$ cat src/rtl/sensor_pkg.sv
// Shared definitions for the sensor BCD-to-binary sequencer.
// Holds the channel count, digit and result widths, the sequencer
// state encoding, the channel index map and the saturation ceiling.
package sensor_pkg;

    localparam int N_CH     = 8;    // sensor readout channels
    localparam int DIGIT_W  = 4;    // one BCD digit
    localparam int OUT_W    = 8;    // binary result per channel
    localparam int ACC_W    = 10;   // holds up to 999 without overflow
    localparam int CH_DIG_W = 3 * DIGIT_W;  // {hun, ten, one} per channel
    localparam int SAT_MAX  = 255;

    typedef enum logic [1:0] {
        IDLE  = 2'd0,
        MAC   = 2'd1,
        STORE = 2'd2
    } state_t;

    // Channel order as presented by the digit-extraction logic.
    localparam int CH_HEART   = 0;
    localparam int CH_H2      = 1;
    localparam int CH_LIQ_GAS = 2;
    localparam int CH_NAT_GAS = 3;
    localparam int CH_HARMFUL = 4;
    localparam int CH_OXYGEN  = 5;
    localparam int CH_TEMP    = 6;
    localparam int CH_HUM     = 7;

endpackage

$ cat src/rtl/bcd_mac_step.sv
// One multiply-accumulate step of a BCD-to-binary conversion.
// Purely combinational; shared by all channels through the sequencer.
//   acc_i   : running binary accumulator
//   digit_i : next BCD digit, most significant first
//   acc_o   : acc_i*10 + digit_i (times ten built from two shifts)
//   bad_o   : digit_i is not a legal BCD digit
module bcd_mac_step
    import sensor_pkg::*;
(
    input  logic [ACC_W-1:0]   acc_i,
    input  logic [DIGIT_W-1:0] digit_i,
    output logic [ACC_W-1:0]   acc_o,
    output logic               bad_o
);

    always_comb begin
        acc_o = {acc_i[ACC_W-4:0], 3'b000}
              + {acc_i[ACC_W-2:0], 1'b0}
              + {{(ACC_W-DIGIT_W){1'b0}}, digit_i};
        bad_o = (digit_i > DIGIT_W'(9));
    end

endmodule

$ cat src/rtl/sensor_bcd_sequencer.sv
// Time-multiplexed BCD-to-binary converter for the sensor channels.
// A start pulse snapshots the digits and channel mask, then each enabled
// channel is converted in turn (3 MAC cycles + 1 STORE cycle) through a
// single shared bcd_mac_step. Results stay registered until rewritten.
//   clk, rst : system clock, synchronous active-high reset
//   start    : one-cycle sweep request, honoured only in IDLE
//   en_mask  : per-channel enable, sampled with start
//   digits   : {hun, ten, one} BCD per channel, 12 bits per channel
//   value    : clamped 8-bit binary result per channel
//   sat      : result was above 255 and clamped
//   err      : last conversion saw a digit above 9 (value/sat held)
//   upd      : one-cycle strobe when a channel's registers are written
//   busy     : sweep in progress
//   done     : one-cycle pulse at sweep completion
module sensor_bcd_sequencer #(
    parameter int N_CH  = sensor_pkg::N_CH,
    parameter int OUT_W = sensor_pkg::OUT_W
) (
    input  logic                  clk,
    input  logic                  rst,
    input  logic                  start,
    input  logic [N_CH-1:0]       en_mask,
    input  logic [12*N_CH-1:0]    digits,
    output logic [OUT_W*N_CH-1:0] value,
    output logic [N_CH-1:0]       sat,
    output logic [N_CH-1:0]       err,
    output logic [N_CH-1:0]       upd,
    output logic                  busy,
    output logic                  done
);
    import sensor_pkg::*;

    localparam int CH_W = (N_CH > 1) ? $clog2(N_CH) : 1;

    state_t              state_reg, state_next;
    logic [12*N_CH-1:0]  digits_reg;
    logic [N_CH-1:0]     mask_reg;
    logic [CH_W-1:0]     ch_ptr_reg;
    logic [1:0]          step_reg;
    logic [ACC_W-1:0]    acc_reg;
    logic                bad_reg;
    logic                empty_reg;   // empty-mask request: done follows one cycle later
    logic                done_reg;

    logic [OUT_W-1:0]    value_reg [N_CH];
    logic                sat_reg   [N_CH];
    logic                err_reg   [N_CH];
    logic                upd_reg   [N_CH];

    logic [CH_DIG_W-1:0] ch_word [N_CH];
    logic [CH_DIG_W-1:0] cur_word;
    logic [DIGIT_W-1:0]  cur_digit;
    logic [ACC_W-1:0]    mac_acc;
    logic                mac_bad;

    logic                start_found, next_found;
    logic [CH_W-1:0]     start_idx, next_idx;

    generate
        for (genvar gi = 0; gi < N_CH; gi++) begin : g_word
            assign ch_word[gi] = digits_reg[CH_DIG_W*gi +: CH_DIG_W];
        end
    endgenerate

    // Digit order within a channel word is hundreds first.
    always_comb begin
        cur_word = ch_word[ch_ptr_reg];
        case (step_reg)
            2'd0:    cur_digit = cur_word[11:8];
            2'd1:    cur_digit = cur_word[7:4];
            default: cur_digit = cur_word[3:0];
        endcase
    end

    bcd_mac_step u_mac (
        .acc_i   (acc_reg),
        .digit_i (cur_digit),
        .acc_o   (mac_acc),
        .bad_o   (mac_bad)
    );

    // Priority scans: lowest enabled channel of the live mask (sweep start)
    // and lowest snapshot channel strictly above the current pointer.
    always_comb begin
        start_found = 1'b0;
        start_idx   = '0;
        next_found  = 1'b0;
        next_idx    = '0;
        for (int i = N_CH - 1; i >= 0; i--) begin
            if (en_mask[i]) begin
                start_found = 1'b1;
                start_idx   = CH_W'(i);
            end
            if (mask_reg[i] && (i > int'(ch_ptr_reg))) begin
                next_found = 1'b1;
                next_idx   = CH_W'(i);
            end
        end
    end

    always_ff @(posedge clk) begin
        if (rst) state_reg <= IDLE;
        else     state_reg <= state_next;
    end

    always_comb begin
        state_next = state_reg;
        case (state_reg)
            IDLE:    if (start && start_found) state_next = MAC;
            MAC:     if (step_reg == 2'd2)     state_next = STORE;
            STORE:   state_next = next_found ? MAC : IDLE;
            default: state_next = IDLE;
        endcase
    end

    always_ff @(posedge clk) begin
        if (rst) begin
            digits_reg <= '0;
            mask_reg   <= '0;
            ch_ptr_reg <= '0;
            step_reg   <= '0;
            acc_reg    <= '0;
            bad_reg    <= 1'b0;
            empty_reg  <= 1'b0;
            done_reg   <= 1'b0;
        end else begin
            empty_reg <= 1'b0;
            done_reg  <= empty_reg;
            case (state_reg)
                IDLE: begin
                    if (start) begin
                        digits_reg <= digits;
                        mask_reg   <= en_mask;
                        ch_ptr_reg <= start_idx;
                        step_reg   <= '0;
                        acc_reg    <= '0;
                        bad_reg    <= 1'b0;
                        empty_reg  <= !start_found;
                    end
                end
                MAC: begin
                    acc_reg  <= mac_acc;
                    bad_reg  <= bad_reg | mac_bad;
                    step_reg <= step_reg + 2'd1;
                end
                STORE: begin
                    if (next_found) begin
                        ch_ptr_reg <= next_idx;
                        step_reg   <= '0;
                        acc_reg    <= '0;
                        bad_reg    <= 1'b0;
                    end else begin
                        done_reg <= 1'b1;
                    end
                end
                default: ;
            endcase
        end
    end

    // Per-channel result registers; only the channel under STORE is written.
    generate
        for (genvar gi = 0; gi < N_CH; gi++) begin : g_ch
            logic store_hit;
            assign store_hit = (state_reg == STORE) && (ch_ptr_reg == CH_W'(gi));

            always_ff @(posedge clk) begin
                if (rst) begin
                    value_reg[gi] <= '0;
                    sat_reg[gi]   <= 1'b0;
                    err_reg[gi]   <= 1'b0;
                    upd_reg[gi]   <= 1'b0;
                end else begin
                    upd_reg[gi] <= store_hit;
                    if (store_hit) begin
                        if (bad_reg) begin
                            err_reg[gi] <= 1'b1;
                        end else begin
                            err_reg[gi] <= 1'b0;
                            if (acc_reg > ACC_W'(SAT_MAX)) begin
                                value_reg[gi] <= OUT_W'(SAT_MAX);
                                sat_reg[gi]   <= 1'b1;
                            end else begin
                                value_reg[gi] <= acc_reg[OUT_W-1:0];
                                sat_reg[gi]   <= 1'b0;
                            end
                        end
                    end
                end
            end

            assign value[OUT_W*gi +: OUT_W] = value_reg[gi];
            assign sat[gi] = sat_reg[gi];
            assign err[gi] = err_reg[gi];
            assign upd[gi] = upd_reg[gi];
        end
    endgenerate

    assign busy = (state_reg != IDLE);
    assign done = done_reg;

endmodule
$ cat config.mk
export PLATFORM = sky130hd
export DESIGN_NAME = sensor_bcd_sequencer
export DESIGN_NICKNAME = d
export VERILOG_FILES = /design/src/rtl/sensor_pkg.sv /design/src/rtl/bcd_mac_step.sv /design/src/rtl/sensor_bcd_sequencer.sv
export SDC_FILE = /design/constraint.sdc
export NUM_CORES = 1
export LEC_CHECK = 0
export BUFFER_PORTS_ARGS = -buffer_cell sky130_fd_sc_hd__buf_2
export CORE_MARGIN = 3
export CORE_UTILIZATION = 43
export DETAILED_ROUTE_END_ITERATION = 12
export HOLD_SLACK_MARGIN = 0.08
export PLACE_DENSITY = 0.79
export SETUP_SLACK_MARGIN = 0.4
export SLEW_MARGIN = 20
export SYNTH_ARGS = -nofsm -noshare
export SYNTH_HDL_FRONTEND = slang
export SYNTH_SLANG_ARGS = --single-unit
$ cat constraint.sdc
create_clock -name clk -period 3.6 [get_ports clk]
set_clock_uncertainty 0.1 [all_clocks]
set_input_delay 0.18 -clock clk [delete_from_list [all_inputs] [get_ports clk]]
set_output_delay 0.18 -clock clk [all_outputs]
set_load 0.05 [all_outputs]
==> results of run 1 <==
==> cell type report <==
type,count,area (um^2),share of cell area
Inverter,27,104,0.00840
Timing Repair Buffer,336,2380,0.192
Sequential cell,211,5040,0.407
Clock buffer,27,601,0.0486
Multi-Input combinational cell,647,3800,0.307
Clock inverter,13,111,0.00901
Tap cell,270,338,0.0273
==> cell usage in the layout, fill, tap and decap left out, drive strengths merged, types with 3 or more instances in the layout <==
cell type | Yosys | layout
a21o | 4 | 4
a21oi | 126 | 126
a22o | 9 | 9
a22oi | 5 | 5
a31oi | 6 | 6
and2 | 10 | 10
and3 | 3 | 3
buf | 26 | 230
clkbuf | 39 | 27
clkinv | 1 | 7
clkinvlp | 0 | 4
dfxtp | 131 | 131
dlygate4sd3 | 0 | 105
edfxtp | 80 | 80
ha | 17 | 17
inv | 26 | 28
mux2 | 5 | 5
mux2i | 16 | 16
mux4 | 13 | 13
nand2 | 223 | 223
nand2b | 14 | 14
nand3 | 5 | 5
nor2 | 106 | 106
nor2b | 5 | 5
nor3 | 10 | 10
nor4 | 4 | 4
o21ai | 13 | 13
o21bai | 5 | 5
o22ai | 5 | 5
or2 | 8 | 8
or3 | 3 | 3
xnor2 | 7 | 7
==> what timing repair did <==
action | 4_1_cts | 5_1_grt
pin swaps | 12 | 4
resized for setup | 9 | 22
hold buffers | 105 | 0
gates cloned | 1 | 0
buffers inserted | 16 | 2
endpoints found under the setup margin | 4 | 6
hold endpoints to repair | 108 | 0
==> cells by family after synthesis <==
logic type,after synthesis,share of synthesized area
mux,34,0.0572
compound gates,190,0.124
flops,211,0.552
simple gates,396,0.184
xor+xnor,8,0.00770
fa+ha+maj,19,0.0278
buf+inv,92,0.0473
==> critical path: stages (launching register included) <==
cell     delay, ps
dfxtp_4        380
inv_4           40
ha_4           150
or3b_4         410
o22ai_4        200
nor3_1         100
o21ai_1        150
nand2_1        120
fa_1           510
inv_2           60
ha_4           210
a21o_1         160
a21oi_2        170
o21ai_2         90
o41ai_2        260
xnor2_1        120
a22o_1         180
==> through the flow <==
| step | hold WS, ps | instances | utilization |
|---|---|---|---|
| after floorplan | 216 | 950 | - |
| after global placement | 325 | 1367 | 0.502 |
| after detailed placement | 323 | 1367 | 0.502 |
| after CTS | 218 | 1529 | 0.598 |
| after global routing | 326 | 1531 | 0.603 |
| final | 269 | 1531 | 0.603 |
==> power breakdown <==
group	internal, W	total [W]	leakage, nW	switching, W
Sequential	0.00259	0.00267	1.90	0.0000756
Clock	0.00127	0.00222	0.339	0.000952
Combinational	0.000368	0.000907	2.83	0.000539
==> final timing paths <==
check        depth (start not counted)                     start                       end
min                                  5                     start  step_reg[0]$_SDFFE_PP0P_
max                                 16  step_reg[0]$_SDFFE_PP0P_   acc_reg[9]$_SDFFE_PP0P_
max reg2reg                         16  step_reg[0]$_SDFFE_PP0P_   acc_reg[9]$_SDFFE_PP0P_
min reg2reg                          2      empty_reg$_SDFF_PP0_           done$_SDFF_PP0_
==> per-layer routing <==
layer	vias to the layer above	routed length [um]	part of all wire	global-route usage
met5	-	10	0.00037	0
met2	403	13300	0.50	0.405
met1	3750	10300	0.39	0.272
li1	3829	-	-	-
met4	2	966	0.036	0.0762
met3	88	2140	0.080	0.0407
==> impl_metrics.ini, run 1 <==
[status]
status = completed

[yosys]
netlist_area_um2 = 9100
syn_nets = 1076
synth.largest_area_cell = dfxtp_1
ys_types = 58
ys.flop_type = dfxtp_1
synth.most_common_cell = nand2_1
synth.top_cell.area_share = 0.288
ys_ff_latch = 211
yosysSeqAreaShare = 0.552
synth_area_leaders = dfxtp_1, edfxtp_1, nand2_1
avgSynthCellArea_um2 = 9.58
syn_inst = 950
synth_warnings = 0
synth_edf_count = 80
synthArstFlopShare = 0
synthTopCellsByCount = nand2_1, dfxtp_1, a21oi_1

[timing]
finalCriticalPeriod_ps = 3560
slew_violations = 0
rsz0062_at_grt = yes
setup_ws_ps = 43.1
slew-limit-headroom = 0.244
fin_setup_tns_ps = 0
finalSetupViolations = 0
hold_violations = 0
clock.fmax_ghz = 0.281
finalCritPeriodShare = 0.988
worst-slew-pin-transition_ps = 1130

[clocking]
cts_sinks = 211
clk_latency_ps = 510
h-tree-depth = 1
cts_buffer_depth = 3
cts_buffers = 22
cts_tree = built
clk_pin_slew_worst_paths_ps = 60
root_buffer = clkbuf_16

[worst_setup_path]
crit_fanout = 3
crit_arrival_ps = 3850
r2r_setup_slack_ps = 40
crit_type = reg2reg
cp.required_ps = 3890
cp-start-kind = flip-flop
cp-end-kind = flip-flop

[detailed_routing]
drt-total-wl_mm = 26.7
drc = 0
vias = 8072
drt_pass1_iterations = 6
ant_nets = 0
drtIter0Drc = 702
vias_per_cell = 5.27
wl_per_cell_um = 17.5

[floorplanning]
num_rows = 52
dieArea_um2 = 22900
pin_count = 197
die_w_um = 151
fp.dieH_um = 151
core_area_um2 = 20500
start_util = 0.444

[power_and_ir_drop]
power_density_nw_per_um2 = 469
power_w = 0.00580
vdd_ir_drop_max_mv = 0.347
p_leak_nw = 5.07

[cells_and_area]
fin_area_um2 = 12400
drive_above_1_share = 0.261
area_growth_pct = 35.9
largest_reg_flops = 96
fill_cells = 1606
diodes = 0
nNetsFinal = 1371

[placed_design]
hpwlAfterDp_mm = 16.7
place_congestion = 0.883
place_ws_ps = 28.9
place_area_um2 = 10300
portBuffers = 196

[global_route]
grt_pass1_wl_mm = 40.6
grt.overflow.total = 0
track_usage = 0.225
grt_pass1_vias = 7908
antenna_found_initial = 1
grt_max_degree = 104

[run]
max_cap_violations = 0

[worst_hold_path]
hold_path.class = in2reg
Note: power is estimated with default switching activity, not from simulation.
==> run 2, diff against run 1 <==
Settings changed: ABC_AREA set to 1.
==> run 2 against run 1 <==
Effect of this change:
- non-clock buffer count is 1 lower
- first-iteration DRC count is 12% higher
- wire length is 10% higher
- critical path depth is 7 higher
- combinational power is 9.3% higher
- worst setup slack better by 500 ps
==> impl_metrics.ini, run 2 <==
[clocking]
cts_buffers = 22
root_buffer = clkbuf_16
clk_pin_slew_worst_paths_ps = 60
cts_buffer_depth = 3
clk_latency_ps = 510
cts_tree = built
cts_sinks = 211
h-tree-depth = 1

[worst_setup_path]
cp_slowest_cell = fa_2
crit_arrival_ps = 3360
path_delay_family = simple AND/OR/NAND/NOR gates
crit_fanout = 12
crit_chain = buf_4, buf_4, clkbuf_16, nand2_1, nand2_1, nand2_1, nand2_1, nand2_1, nand2_1, nand2_1, nand2_1, nor2_2, inv_1, ha_4, ha_4, fa_2, nand3_2, nand2_1, nand2_1, nand2_1, a21oi_2, xor2_1, o21ai_1
max_stage_delay_ps = 400
crit_type = reg2reg
cp-end-kind = flip-flop
cp-start-kind = flip-flop
critPathMostFrequentCell = nand2_1
cp.required_ps = 3900
worst-path-buf-inv = 4

[global_route]
grt.overflow.total = 0
grt_pass1_wl_mm = 45.8
grt_pass1_vias = 8779
grt_max_degree = 106
antenna_found_initial = 0
track_usage = 0.241

[floorplanning]
start_util = 0.446
core_area_um2 = 20600
pin_count = 197
die_w_um = 152
fp.dieH_um = 152
num_rows = 52
dieArea_um2 = 23200

[power_and_ir_drop]
power_w = 0.00579
p_leak_nw = 5.50
power_density_nw_per_um2 = 467
vdd_ir_drop_max_mv = 0.310

[yosys]
synth.largest_area_cell = dfxtp_1
netlist_area_um2 = 9210
synthArstFlopShare = 0
synth_area_leaders = dfxtp_1, edfxtp_1, nor2_1
syn_nets = 1232
synth.top_cell.area_share = 0.285
ys_types = 36
synth.most_common_cell = nor2_1
syn_inst = 1106
avgSynthCellArea_um2 = 8.33
synth_edf_count = 80
ys_ff_latch = 211
synth_warnings = 0
ys.flop_type = dfxtp_1
yosysSeqAreaShare = 0.546
synthTopCellsByCount = nor2_1, nand2_1, o21ai_0

[timing]
rsz0062_at_grt = yes
finalSetupViolations = 0
finalCriticalPeriod_ps = 3060
worst-slew-pin-transition_ps = 984
slew_violations = 0
fin_setup_tns_ps = 0
slew-limit-headroom = 0.340
clock.fmax_ghz = 0.327
finalCritPeriodShare = 0.850
hold_violations = 0
setup_ws_ps = 539

[status]
status = completed

[worst_hold_path]
hold_path.class = in2reg

[cells_and_area]
diodes = 0
final_common_cell = nor2_1
nNetsFinal = 1535
largest_reg_flops = 96
area_growth_pct = 34.5
layout_common_cells = nor2_1, buf_2, nand2_1, o21ai_0, dfxtp_1
drive_above_1_share = 0.232

[detailed_routing]
drt_pass1_iterations = 5
vias_per_cell = 5.23
vias = 8868
drtIter0Drc = 788
drc = 0
ant_nets = 0
wl_per_cell_um = 17.4
drt-total-wl_mm = 29.5

[placed_design]
hpwlAfterDp_mm = 19.0
place_congestion = 0.979
portBuffers = 196
place_ws_ps = 240

[run]
max_cap_violations = 0
==> run 2: cell count changes after synthesis, sizes merged, moves of 16 or more <==
cell   delta
nand3    +26
o21ai   +139
inv      +66
mux2i    -16
nor2    +158
a21oi    -67
nand2    -40
==> run 2: worst paths after layout <==
kind | from | end | slack [ps] | depth (start not counted)
max | ch_ptr_reg[0]$_SDFFE_PP0P_ | acc_reg[8]$_SDFFE_PP0P_ | 540 | 23
max reg2reg | ch_ptr_reg[0]$_SDFFE_PP0P_ | acc_reg[8]$_SDFFE_PP0P_ | 540 | 23
min | start | state_reg[0]$_SDFFE_PP0P_ | 100 | 5
min reg2reg | empty_reg$_SDFF_PP0_ | done$_SDFF_PP0_ | 340 | 2
==> run 2: through the flow <==
stage / hold WS, ps / utilization / instances / instance area (um^2)
2_1_floorplan: 159 / - / 1106 / 9210
3_5_place_dp: 307 / 0.506 / 1539 / 10400
5_1_grt: 153 / 0.600 / 1694 / 12400
4_1_cts: 94.6 / 0.589 / 1683 / 12200
6_report: 99.9 / 0.600 / 1694 / 12400
3_3_place_gp: 303 / 0.506 / 1539 / 10400
==> run 2: power by group <==
group | switching (W) | internal, W | total [W] | leakage, nW
clock network | 0.000917 | 0.00116 | 0.00207 | 0.322
registers | 0.0000954 | 0.00263 | 0.00272 | 1.91
logic | 0.000636 | 0.000355 | 0.000991 | 3.27
==> run 2: cell families (layout without fill, tap and decap cells) <==
family / Yosys count / in the layout / synth area share
AOI/OAI and AO/OA: 233 / 233 / 0.133
xor gates and xnor gates: 4 / 4 / 0.00381
adders and majority gates: 19 / 19 / 0.0274
buffers and inverters: 148 / 466 / 0.0708
DFF: 211 / 211 / 0.546
and+or+nand+nor: 491 / 491 / 0.219
==> run 2: layer usage <==
layer | GRT usage | wire length, um | share of wire | vias up
li1 | - | - | - | 4216
met1 | 0.306 | 11900 | 0.40 | 4064
met2 | 0.404 | 14100 | 0.48 | 480
met3 | 0.0471 | 2250 | 0.076 | 108
met4 | 0.0967 | 1310 | 0.044 | 0
met5 | 0 | 0 | 0 | -
==> run 2: final cells by class <==
type,count,area [um^2]
Clock inverter,9,62.6
Timing Repair Buffer,335,2360
Inverter,92,362
Clock buffer,30,591
Fill cell,1693,8240
Sequential cell,211,5040
Multi-Input combinational cell,747,3640
Tap cell,270,338
==> run 2: worst reg2reg max path, stage by stage, from the launching register on <==
cell	delay [ps]
dfxtp_4	360
buf_4	130
buf_4	140
clkbuf_16	170
nand2_1	70
nand2_1	80
nand2_1	70
nand2_1	50
nand2_1	50
nand2_1	60
nand2_1	50
nand2_1	60
nor2_2	130
inv_1	80
ha_4	170
ha_4	160
fa_2	400
nand3_2	70
nand2_1	60
nand2_1	80
nand2_1	70
a21oi_2	150
xor2_1	150
o21ai_1	70
==> run 2: timing repair <==
action	4_1_cts	5_1_grt
endpoints found under the hold margin	115	0
hold buffers	105	0
gates cloned	0	1
endpoints found under the setup margin	1	4
pin swaps	0	10
resized for setup	9	35
buffers inserted	0	10
